`src/rtl/plic_pkg.sv`:
```
// Shared constants for the interrupt controller: register offsets and claim-ID width.
package plic_pkg;

   localparam int PLIC_ID_W = 5;

   localparam logic [3:0] PLIC_PENDING = 4'h0;
   localparam logic [3:0] PLIC_ENABLE  = 4'h4;
   localparam logic [3:0] PLIC_CLAIM   = 4'h8;
   localparam logic [3:0] PLIC_TRIGGER = 4'hC;

   localparam logic [PLIC_ID_W-1:0] PLIC_ID_NONE = '0;

endpackage

```
`src/rtl/plic_gateway.sv`:
```
// Per-source gateway: turns a raw request into pending/in-service state.
// Edge mode records rising edges (even while in service); level mode
// re-pends whenever the line is high and the source is not in service.
module plic_gateway
   import plic_pkg::*;
(
   input  logic clk,
   input  logic rst,
   input  logic int_i,
   input  logic edge_mode,
   input  logic claim,
   input  logic complete,
   output logic pending,
   output logic in_service
);

   logic int_q;
   logic set_evt;

   assign set_evt = edge_mode ? (int_i & ~int_q) : (int_i & ~in_service);

   // Sample the request line; a set event in the claim cycle keeps pending high.
   always_ff @(posedge clk or posedge rst) begin
      if (rst) begin
         int_q      <= 1'b0;
         pending    <= 1'b0;
         in_service <= 1'b0;
      end else begin
         int_q      <= int_i;
         pending    <= set_evt | (pending & ~claim);
         in_service <= claim | (in_service & ~complete);
      end
   end

endmodule

```
`src/rtl/plic_ctrl.sv`:
```
// Registered interrupt controller: register decode, fixed lowest-index
// priority, claim/complete handshake and the registered request to the core.
module plic_ctrl
   import plic_pkg::*;
#(
   parameter int NUM_SRC = 16,
   parameter int ID_W    = PLIC_ID_W
)
(
   input  logic               clk,
   input  logic               rst,
   input  logic [NUM_SRC-1:0] int_i,
   input  logic               we_i,
   input  logic               re_i,
   input  logic [3:0]         addr_i,
   input  logic [31:0]        wdata_i,
   output logic [31:0]        rdata_o,
   output logic               int_o
);

   logic [NUM_SRC-1:0] enable;
   logic [NUM_SRC-1:0] trigger;
   logic [NUM_SRC-1:0] pending;
   logic [NUM_SRC-1:0] in_service;
   logic [NUM_SRC-1:0] elig;
   logic [NUM_SRC-1:0] claim_vec;
   logic [NUM_SRC-1:0] complete_vec;
   logic [ID_W-1:0]    winner_id;
   logic [3:0]         reg_addr;
   logic               claim_rd;
   logic               complete_wr;
   logic               unused_bits;

   // Lowest set index wins; result is index+1, or none when nothing is set.
   function automatic logic [ID_W-1:0] pick_id(input logic [NUM_SRC-1:0] v);
      pick_id = PLIC_ID_NONE;
      for (int n = NUM_SRC - 1; n >= 0; n--) begin
         if (v[n]) pick_id = ID_W'(n + 1);
      end
   endfunction

   assign reg_addr    = {addr_i[3:2], 2'b00};
   assign claim_rd    = re_i && (reg_addr == PLIC_CLAIM);
   assign complete_wr = we_i && (reg_addr == PLIC_CLAIM);
   assign elig        = pending & enable & ~in_service;
   assign winner_id   = pick_id(elig);
   assign unused_bits = ^{addr_i[1:0], wdata_i[31:NUM_SRC]};

   // A complete for an ID that is out of range or not in service matches no
   // source, or matches one whose in_service is already clear.
   for (genvar n = 0; n < NUM_SRC; n++) begin : g_src
      assign claim_vec[n]    = claim_rd && (winner_id == ID_W'(n + 1));
      assign complete_vec[n] = complete_wr && (wdata_i[ID_W-1:0] == ID_W'(n + 1));

      plic_gateway u_gw (
         .clk        (clk),
         .rst        (rst),
         .int_i      (int_i[n]),
         .edge_mode  (trigger[n]),
         .claim      (claim_vec[n]),
         .complete   (complete_vec[n]),
         .pending    (pending[n]),
         .in_service (in_service[n])
      );
   end

   // Software-writable ENABLE and TRIGGER; new values apply from the next cycle.
   always_ff @(posedge clk or posedge rst) begin
      if (rst) begin
         enable  <= '0;
         trigger <= '0;
      end else if (we_i) begin
         if (reg_addr == PLIC_ENABLE)  enable  <= wdata_i[NUM_SRC-1:0];
         if (reg_addr == PLIC_TRIGGER) trigger <= wdata_i[NUM_SRC-1:0];
      end
   end

   // Read data is captured from pre-write state and held until the next read.
   always_ff @(posedge clk or posedge rst) begin
      if (rst) begin
         rdata_o <= '0;
      end else if (re_i) begin
         case (reg_addr)
            PLIC_PENDING: rdata_o <= 32'(pending);
            PLIC_ENABLE:  rdata_o <= 32'(enable);
            PLIC_CLAIM:   rdata_o <= 32'(winner_id);
            PLIC_TRIGGER: rdata_o <= 32'(trigger);
            default:      rdata_o <= '0;
         endcase
      end
   end

   // Registered request to the core, one cycle behind eligibility.
   always_ff @(posedge clk or posedge rst) begin
      if (rst) int_o <= 1'b0;
      else     int_o <= |elig;
   end

endmodule
```
`config.mk`:
```
export PLATFORM = sky130hd
export DESIGN_NAME = plic_ctrl
export DESIGN_NICKNAME = d
export VERILOG_FILES = /design/src/rtl/plic_pkg.sv /design/src/rtl/plic_gateway.sv /design/src/rtl/plic_ctrl.sv
export SDC_FILE = /design/constraint.sdc
export NUM_CORES = 1
export LEC_CHECK = 0
export CAP_MARGIN = 10
export CELL_PAD_IN_SITES_DETAIL_PLACEMENT = 1
export CELL_PAD_IN_SITES_GLOBAL_PLACEMENT = 1
export CORE_MARGIN = 2
export CORE_UTILIZATION = 37
export CTS_CLUSTER_SIZE = 25
export DETAILED_ROUTE_END_ITERATION = 8
export PLACE_DENSITY = 0.83
export SETUP_SLACK_MARGIN = 0.2
export SLEW_MARGIN = 5
export SYNTH_ARGS = -nofsm -noshare
export SYNTH_HDL_FRONTEND = slang
export SYNTH_SLANG_ARGS = --single-unit
```
`constraint.sdc`:
```
create_clock -name clk -period 3 [get_ports clk]
set_clock_uncertainty 0.1 [all_clocks]
set_input_delay 0.3 -clock clk [delete_from_list [all_inputs] [get_ports clk]]
set_output_delay 0.3 -clock clk [all_outputs]
set_load 0.05 [all_outputs]
```
==> results.txt <==
The run finished with clean final reports. The post-cts sizing count was 0; the HPWL reported at the end of detailed placement was 8960 µm. In the routed design, unresolved DRC markers number 0. The tree is rooted in a sky130_fd_sc_hd__clkbuf_16. Data on the critical path is required at its endpoint by 3140 ps. Across the run, the number of max-cap violations was 0. The final-layout setup total negative slack was 0 ps.

The overall via count from detail_route is 3,430. For this run, asynchronously set or reset flops after synthesis account for 100%. The sequential element share of the synthesized area was 52.3%. Once the floorplan was initialized, standard cells occupied 38.3% of the core. For the length of the first detailed-routing pass in iterations, the log shows 4. The number of setup buffers added after CTS was 0; the layout filler cell count was 1,312. The cell count after synthesis came out at 413. The net count of the finished layout is 529. The max-slew violation count is 0, and the number of rows created at floorplan is 40. Measured slew at the worst slew-check pin: 536 ps. The signal on the critical path passes through nand3b_1, nand4_2, nor3_2, or3b_1, a22o_1, a21o_1. The starting DRC count in detailed routing came out at 181. In this run the biggest area consumer among cell types represents 52.3% of the synthesized area. At the worst endpoint, the arrival time is 2530 ps. In this run the worst path has a maximum fanout of 8.

The final setup violation count was 0. Static timing analysis puts the maximum clock frequency at 418 MHz. Placeable core area: 12,100 µm². The tools report the largest net degree at the start of global routing as 98. The first global-routing pass estimated 20,600 µm of wire. 89 I/O pins were placed. From synthesis to final layout, the design area changed by 22.3%. The width of the die works out to 116 µm. The y dimension of the die is 116 µm.

The die covers 13,500 µm². STA classifies the critical path endpoint as a flop. The run gives 0 as the number of failing hold endpoints at the final stage.

Slowest stage cell on the critical path: sky130_fd_sc_hd__or3b_1. The congestion estimate from routability-driven global placement came to 0.909. The flip-flop and latch area is 2430 µm². In this run the tool buffered the top-level ports with 54 buffer cells. The final critical path time including I/O delays and setup came out at 2390 ps.

TritonCTS built the clock tree. The number of antenna violations at the first check in global routing is 0. Summing every instance area after synthesis gives 4640 µm². The critical setup path kind is reg -> reg.

The most used flip-flop cell after synthesis is sky130_fd_sc_hd__dfrtp_1. The share of post-route cells with drive strength above 1 came out at 15.5%. The tools report the level count of the clock H-tree as 3. The longest clock path from root to sink contains 2 buffers. The tools report the hold buffer count at CTS as 0. Yosys attributes the largest share of cell area to sky130_fd_sc_hd__dfrtp_1 (52%), sky130_fd_sc_hd__mux2_2 (7.8%), sky130_fd_sc_hd__mux2i_1 (6.9%), sky130_fd_sc_hd__o21ai_0 (3.8%), sky130_fd_sc_hd__a21oi_1 (2.9%). For the number of distinct library cells after synthesis, the log shows 51. For this design the static power due to leakage is 0.00235 µW. The multi-input combinational cells in the finished layout cover a total of 2090 µm². Summed over all instances, the cell type with the most area after synthesis is sky130_fd_sc_hd__dfrtp_1.

Using the TritonRoute via totals, the vias-per-cell ratio works out to 5.31. Setup repair after global routing left no endpoint under its margin. Summed over all layers, the global routing overflow is 0. In this run the worst hold path is classified as in -> reg. The routed wire length came out at 12,700 µm. The worst-case IR drop observed on VDD is 280 µV. The nature of the critical path startpoint is a flop. In the finished design, the share of the clock period the worst path needs comes to 79.7%.

During synthesis, Yosys emitted a total of 0 warnings. Before CTS, the worst setup slack after placement is 417 ps. The post-synthesis average cell area came out at 11.2 µm². The flop and latch count out of synthesis works out to 97. TritonCTS sink count: 97. Diode insertion count for antenna repair: 0. The worst path setup slack after routing is 610 ps. The later-pin clock latency in the skew report is 350 ps. The average detailed-routed wire length per instance is 19.6 µm, and the overall routing resource usage is 20.6%. The number of global-route vias before repair was 3,764; the residual antenna-violating net count after detailed routing was 0.

Yosys mapped a number of flops with a built-in enable equal to 0. For this design the ratio of total power to cell area is 741 nW/µm². The worst pin sits at a relative slew slack of 64.3%. The longest individual stage delay on the worst path was 520 ps.

The number of buffers created by CTS is 9. Clock-pin slew was measured on the worst setup and hold paths at 70 ps.
## layout by cell type (no fill, tap or decap), types with 2 or more instances in the layout
master and instances:
sky130_fd_sc_hd__nor2_4 2, sky130_fd_sc_hd__a21o_1 11, sky130_fd_sc_hd__o211ai_1 3, sky130_fd_sc_hd__a21oi_1 27
sky130_fd_sc_hd__nand3_1 5, sky130_fd_sc_hd__and3_1 2, sky130_fd_sc_hd__nand2b_1 4, sky130_fd_sc_hd__and3b_1 3
sky130_fd_sc_hd__nand3b_1 15, sky130_fd_sc_hd__bufinv_16 2, sky130_fd_sc_hd__clkinv_2 2, sky130_fd_sc_hd__mux2i_1 32
sky130_fd_sc_hd__and2_2 3, sky130_fd_sc_hd__clkbuf_16 9, sky130_fd_sc_hd__a221o_1 2, sky130_fd_sc_hd__conb_1 16
sky130_fd_sc_hd__a22o_1 11, sky130_fd_sc_hd__and2_1 3, sky130_fd_sc_hd__nor3_1 3, sky130_fd_sc_hd__clkdlybuf4s50_1 54
sky130_fd_sc_hd__dfrtp_1 97, sky130_fd_sc_hd__nor2_1 36, sky130_fd_sc_hd__mux2_2 32, sky130_fd_sc_hd__a221oi_1 3
sky130_fd_sc_hd__o21a_1 3, sky130_fd_sc_hd__o21ai_0 35, sky130_fd_sc_hd__nand2_1 23, sky130_fd_sc_hd__buf_4 8
sky130_fd_sc_hd__and3b_4 2, sky130_fd_sc_hd__o31ai_1 4, sky130_fd_sc_hd__o211a_1 2
## final cells by class
cell class              instances  share of cell area (%)
inverters                       1                   0.132
well taps                     168                    3.70
repair buffers                 63                    10.9
clock buffers                  11                    4.28
flip-flops and latches         97                    42.8
multi-input cells             301                    36.8
clock inverters                 5                    1.39
## path summary, 6_finish.rpt
kind | endpoint | from | depth (start not counted) | slack [ps]
worst max-delay path | g_src[14].u_gw.pending$_DFF_PP0_ | g_src[4].u_gw.pending$_DFF_PP0_ | 6 | 610
worst min-delay path | g_src[0].u_gw.int_q$_DFF_PP0_ | int_i[0] | 1 | 320
worst max register to register | g_src[14].u_gw.pending$_DFF_PP0_ | g_src[4].u_gw.pending$_DFF_PP0_ | 6 | 610
worst min register to register | rdata_o[0]$_DFFE_PP0P_ | rdata_o[0]$_DFFE_PP0P_ | 2 | 420
max in group asynchronous | g_src[7].u_gw.pending$_DFF_PP0_ | rst | 3 | 2050
min in group asynchronous | rdata_o[3]$_DFFE_PP0P_ | rst | 3 | 330
## critical path, delay by kind of cell, from the launching register on
family           cells  cell delay [ps]
AND/OR/NAND/NOR      4             1320
AO/OA/AOI/OAI        2              450
flip-flops           1              410
## sequential cells by signal, indices dropped and copies added, names as in the netlist
name                   cells
trigger                   16
g_src.u_gw.int_q          16
enable                    16
rdata_o                   16
int_o                      1
g_src.u_gw.pending        16
g_src.u_gw.in_service     16
## metal layers
| metal | track usage, % | vias up | part of all wire (%) | wire length, µm |
|---|---|---|---|---|
| met1 | 25.9 | 1724 | 44 | 5540 |
| met2 | 35.1 | 102 | 49 | 6200 |
| met5 | 0 | - | 0 | 0 |
| li1 | - | 1584 | - | - |
| met4 | 8.49 | 0 | 2.5 | 313 |
| met3 | 3.71 | 20 | 5.0 | 636 |
## per-stage QoR
step	utilization [%]	hold slack, ps	power, µW	instances	area [µm²]
CTS	46.9	309	4240	646	5680
global route	46.9	324	4430	646	5680
finish	46.9	316	4200	646	5680
floorplan	-	231	2540	428	4700
global placement	44.2	401	2920	630	5350
detailed placement	44.2	405	2960	630	5350
## cells in the mapped netlist, types with 4 or more instances
cell                        n
sky130_fd_sc_hd__clkbuf_1   8
sky130_fd_sc_hd__a22o_1    11
sky130_fd_sc_hd__buf_4     16
sky130_fd_sc_hd__o31ai_1    4
sky130_fd_sc_hd__o21ai_0   35
sky130_fd_sc_hd__nand3_1    5
sky130_fd_sc_hd__nand2_1   23
sky130_fd_sc_hd__a21o_1    11
sky130_fd_sc_hd__dfrtp_1   97
sky130_fd_sc_hd__a21oi_1   27
sky130_fd_sc_hd__nor2_1    36
sky130_fd_sc_hd__nand2b_1   4
sky130_fd_sc_hd__nand3b_1  15
sky130_fd_sc_hd__mux2i_1   32
sky130_fd_sc_hd__mux2_2    32
## power by group
group / switching, µW / total (µW) / internal, µW
combinational: 771 / 1260 / 492
sequential: 172 / 1680 / 1510
clock: 505 / 1260 / 752
total: 1450 / 4200 / 2760
## logic make-up after synthesis
logic type,Yosys count,synth area share [%]
compound gates,108,14.9
other cells,1,0.0808
flops,97,52.3
simple gates,113,14.2
buf+inv,30,3.94
mux,64,14.7
Power figures use the tool's default switching activity.
